--- src/rtl/alu_share_ctrl.sv ---
// alu_share_ctrl: shares one 16-bit ALU between two valid/ready requesters, owns {V,N,Z} flags and a sticky halt
// Ports:
//   clk, rst (sync, active-low)
//   req0_*/req1_* : valid/ready request with opcode[3:0], op1[15:0], op2[15:0]
//   alu_opcode/alu_op1/alu_op2 out, alu_result/alu_ovfl in : external combinational ALU
//   resp_valid/resp_ready/resp_id/resp_data : registered result handshake
//   flags {V,N,Z}, halted
// Build option: define ALU_SHARE_RR_EN for round-robin arbitration; default is fixed priority (req0 wins).
module alu_share_ctrl (
  input  logic        clk,
  input  logic        rst,
  input  logic        req0_valid,
  output logic        req0_ready,
  input  logic [3:0]  req0_opcode,
  input  logic [15:0] req0_op1,
  input  logic [15:0] req0_op2,
  input  logic        req1_valid,
  output logic        req1_ready,
  input  logic [3:0]  req1_opcode,
  input  logic [15:0] req1_op1,
  input  logic [15:0] req1_op2,
  output logic [3:0]  alu_opcode,
  output logic [15:0] alu_op1,
  output logic [15:0] alu_op2,
  input  logic [15:0] alu_result,
  input  logic        alu_ovfl,
  output logic        resp_valid,
  input  logic        resp_ready,
  output logic        resp_id,
  output logic [15:0] resp_data,
  output logic [2:0]  flags,
  output logic        halted
);
  typedef enum logic [1:0] {IDLE, ISSUE, RESP} state_t;
  state_t      state_q, state_d;
  logic        last_grant_q, last_grant_d;
  logic [3:0]  op_q, op_d;
  logic [15:0] op1_q, op1_d;
  logic [15:0] op2_q, op2_d;
  logic        id_q, id_d;
  logic        resp_id_q, resp_id_d;
  logic [15:0] resp_data_q, resp_data_d;
  logic [2:0]  flags_q, flags_d;
  logic        halted_q, halted_d;
  logic        rr_pick1, grant1, open, hs, iss, z_cls, nv_cls;
`ifdef ALU_SHARE_RR_EN
  assign rr_pick1 = ~last_grant_q;
`else
  // last_grant is still tracked here; fixed priority simply masks it off
  assign rr_pick1 = 1'b0 & ~last_grant_q;
`endif
  // with no valid request the grant rests on req0, so one ready is always high while open
  assign grant1     = req1_valid & (~req0_valid | rr_pick1);
  assign open       = (state_q == IDLE) & ~halted_q & rst;
  assign req0_ready = open & ~grant1;
  assign req1_ready = open & grant1;
  assign hs         = (req0_valid & req0_ready) | (req1_valid & req1_ready);
  assign iss        = (state_q == ISSUE);
  assign z_cls      = op_q inside {4'h0, 4'h1, 4'h2, 4'h4, 4'h5, 4'h6};
  assign nv_cls     = op_q inside {4'h0, 4'h1};
  // the op register only changes on accept, so it doubles as the held ALU drive
  assign alu_opcode = op_q;
  assign alu_op1    = op1_q;
  assign alu_op2    = op2_q;
  assign resp_valid = (state_q == RESP);
  assign resp_id    = resp_id_q;
  assign resp_data  = resp_data_q;
  assign flags      = flags_q;
  assign halted     = halted_q;
  always_comb begin
    state_d      = state_q == IDLE  ? (hs ? ISSUE : IDLE) :
                   state_q == ISSUE ? RESP :
                   (resp_ready ? IDLE : RESP);
    last_grant_d = hs ? grant1 : last_grant_q;
    id_d         = hs ? grant1 : id_q;
    op_d         = hs ? (grant1 ? req1_opcode : req0_opcode) : op_q;
    op1_d        = hs ? (grant1 ? req1_op1 : req0_op1) : op1_q;
    op2_d        = hs ? (grant1 ? req1_op2 : req0_op2) : op2_q;
    resp_id_d    = iss ? id_q : resp_id_q;
    resp_data_d  = iss ? alu_result : resp_data_q;
    flags_d      = {iss & nv_cls ? alu_ovfl       : flags_q[2],
                    iss & nv_cls ? alu_result[15] : flags_q[1],
                    iss & z_cls  ? (alu_result == 16'h0) : flags_q[0]};
    halted_d     = halted_q | (iss & (op_q == 4'hF));
  end
  always_ff @(posedge clk) begin
    if (!rst) begin
      state_q      <= IDLE;
      last_grant_q <= 1'b1;
      id_q         <= 1'b0;
      op_q         <= '0;
      op1_q        <= '0;
      op2_q        <= '0;
      resp_id_q    <= 1'b0;
      resp_data_q  <= '0;
      flags_q      <= '0;
      halted_q     <= 1'b0;
    end else begin
      state_q      <= state_d;
      last_grant_q <= last_grant_d;
      id_q         <= id_d;
      op_q         <= op_d;
      op1_q        <= op1_d;
      op2_q        <= op2_d;
      resp_id_q    <= resp_id_d;
      resp_data_q  <= resp_data_d;
      flags_q      <= flags_d;
      halted_q     <= halted_d;
    end
  end
endmodule

--- config.mk ---
export PLATFORM = sky130hd
export DESIGN_NAME = alu_share_ctrl
export DESIGN_NICKNAME = d
export VERILOG_FILES = /design/src/rtl/alu_share_ctrl.sv
export SDC_FILE = /design/constraint.sdc
export NUM_CORES = 1
export LEC_CHECK = 0
export CORE_AREA = 10 10 96 98
export DETAILED_ROUTE_END_ITERATION = 8
export DIE_AREA = 0 0 106 108
export GPL_TIMING_DRIVEN = 0
export PLACE_DENSITY = 0.79
export SYNTH_ARGS = -nofsm -noshare
export SYNTH_HDL_FRONTEND = slang
export SYNTH_SLANG_ARGS = --single-unit
--- constraint.sdc ---
create_clock -name clk -period 2 [get_ports clk]
set_clock_uncertainty 0.2 [all_clocks]
set_input_delay 0.2 -clock clk [delete_from_list [all_inputs] [get_ports clk]]
set_output_delay 0.2 -clock clk [all_outputs]
set_load 0.005 [all_outputs]
==> results.sh <==
export IMPL_outcome="complete, no violations"
export IMPL_firstDrtPassIters=5
export IMPL_antenna_cells=0
export IMPL_nets=541
export IMPL_crit_path_start="halted"
export IMPL_ctsHoldBuffers=0
export IMPL_crit_fanout=3
export IMPL_clk_pin_slew_ps=70
export IMPL_drc=0
export IMPL_num_io_pins=154
export IMPL_yosys_warnings=0
export IMPL_timing_rr_end="alu_op1[8]"
export IMPL_max_freq_mhz=518
export IMPL_die_w_um=106
export IMPL_syn_area_sq_mm=0.00273
export IMPL_grt_antenna_before_repair=0
export IMPL_setup_viol=0
export IMPL_arrival_ps=1530
export IMPL_postSynthAreaPerCell_sq_um=9.79
export IMPL_maxCapViolations=0
export IMPL_start_util_pct=36.7
export IMPL_synth_edf_count=0
export IMPL_clock_latency_ps=330
export IMPL_ys_seq_area_share_pct=44.0
export IMPL_vias_per_cell=4.95
export IMPL_synthesis_nets=373
export IMPL_wl_per_cell_um=17.3
export IMPL_grt_first_pass_wirelength_um=15000
export IMPL_drtIter0Drc=48
export IMPL_final_cell_mix="150 x clkdlybuf4s50_1, 57 x dfxtp_1, 56 x a21oi_1, 36 x mux2i_1, 34 x nand2_1"
export IMPL_worstSetupPathType="reg -> out"
export IMPL_overflow=0
export IMPL_rr_worst_depth=6
export IMPL_period_share_pct=96.4
export IMPL_max_slew_margin_pct=49.0
export IMPL_peakVddDrop_uv=492
export IMPL_holdWs_ps=150
export IMPL_synth_cell_types=29
export IMPL_synth_cells=279
export IMPL_finalHoldViolations=0
export IMPL_rsz0062_at_grt="true"
export IMPL_die_y_um=108
export IMPL_core_sq_mm=0.00745
export IMPL_endpoint="req0_ready"
export IMPL_cts_tree="built"
export IMPL_drive_above_1_share_pct=14.4
export IMPL_vias=2739
export IMPL_row_count=32
export IMPL_final_common_cell="clkdlybuf4s50_1"
export IMPL_io_buffers=153
export IMPL_cts_buffers=9
export IMPL_synth_ff_type="dfxtp_1"
export IMPL_final_area_sq_mm=0.00461
export IMPL_root_buffer="clkbuf_8"
export IMPL_synth_seq_cells=60
export IMPL_cts_sinks=60
export IMPL_critPathRequiredTime_ps=1600
export IMPL_globalplace_congestion=0.838
export IMPL_grt_max_degree=20
export IMPL_dieArea_sq_mm=0.0114
export IMPL_hold_path_class="in -> reg"
export IMPL_slew_violations=0
export IMPL_grt_util_all_layers_pct=16.4
export IMPL_fin_total_pwr_mw=3.19
export IMPL_critPathCaptureType="primary output"
export IMPL_period_needed_ps=1930
export IMPL_r2r_start="halted"
export IMPL_synth_async_reset_ratio_pct=0
export IMPL_startpoint_type="flop"
export IMPL_syn_to_final_growth_pct=68.7
export IMPL_p_leak_nw=1.77
export IMPL_dp_hpwl_um=7570
export IMPL_first_global_vias=2923
export IMPL_postRouteAntennaNets=0
export IMPL_clock_path_buffers=2
export IMPL_place_area_sq_mm=0.00439
export IMPL_htreeDepth=3
export IMPL_fillers=701
export IMPL_tightest_slew_ps=765
export IMPL_worst_r2r_setup_slack_ps=290
export IMPL_p_per_area_mw_per_mm2=692
export IMPL_wirelength_um=9590
stage by stage:
stage | util (%) | cells | TNS [ps] | worst slack [ps]
after floorplan | - | 279 | 0 | 443
after global placement | 59.0 | 534 | -6570 | -591
after detailed placement | 59.0 | 534 | -8410 | -611
after CTS | 61.8 | 552 | -27.7 | -27.7
after global routing | 61.9 | 553 | -64.4 | -35.9
final | 61.9 | 553 | 0 | 71.0
registers in the layout, summed over array words and instances (netlist names):
name        count
flags           3
resp_data      16
state_q         2
resp_id         1
id_q            1
alu_opcode      4
halted          1
alu_op2        16
alu_op1        16
where the power goes:
group | leakage [nW] | switching, mW | total [mW] | internal [mW]
Sequential | 0.494 | 0.0705 | 1.37 | 1.30
Combinational | 1.19 | 0.357 | 0.875 | 0.519
Clock | 0.0893 | 0.436 | 0.943 | 0.507
Yosys cell counts (3+ instances only):
library cell,instances,area [sq um]
nand3_1,3,15.0
and2_1,3,18.8
nor2_1,4,15.0
a21oi_1,56,280
a211oi_1,9,67.6
a211oi_2,29,363
clkbuf_1,11,41.3
buf_2,9,45.0
buf_6,4,45.0
dfxtp_1,60,1200
nand2_1,34,128
mux2i_1,36,360
cell type report:
type	instances	area [sq um]	share of cell area, %
buffer	25	148	3.20
clock buffer	13	159	3.45
clock inverter	2	10.0	0.217
inverter	1	3.75	0.0814
multi-input combinational	192	1390	30.2
sequential	60	1200	26.1
tap	102	128	2.77
timing repair buffer	158	1560	33.9
critical path: stages, from the launching register on:
cell	delay [ps]
dfxtp_2	340
nor4b_4	320
buf_6	140
buf_4	90
and2_1	100
clkdlybuf4s15_1	210
routing by layer:
metal | vias to the layer above | global-route usage, % | share of wire [%]
met1 | 1264 | 17.3 | 39
met3 | 8 | 10.6 | 12
met2 | 113 | 26.9 | 48
met4 | 0 | 3.97 | 0.81
met5 | - | 0 | 0
li1 | 1354 | - | -
repair_timing:
action	4_1_cts	5_1_grt
resized for setup	10	4
pin swaps	1	1
setup buffers	4	1
endpoints found under the setup margin	2	1
logic make-up after synthesis:
logic type	count (synthesis)	synth area share [%]
AOI/OAI and AO/OA	99	27.5
buffers and inverters	27	5.36
and+or+nand+nor	57	10.0
muxes	36	13.2
DFF	60	44.0
worst min path at each step:
stage,start,end,cells after the start
2_1_floorplan,req0_valid,id_q,1
6_report,rst,flags[0],3
3_3_place_gp,resp_data[1],resp_data[1],2
3_5_place_dp,resp_data[1],resp_data[1],2
5_1_grt,rst,flags[0],3
4_1_cts,rst,flags[0],3
No activity file was read; power rests on OpenSTA's default activity.
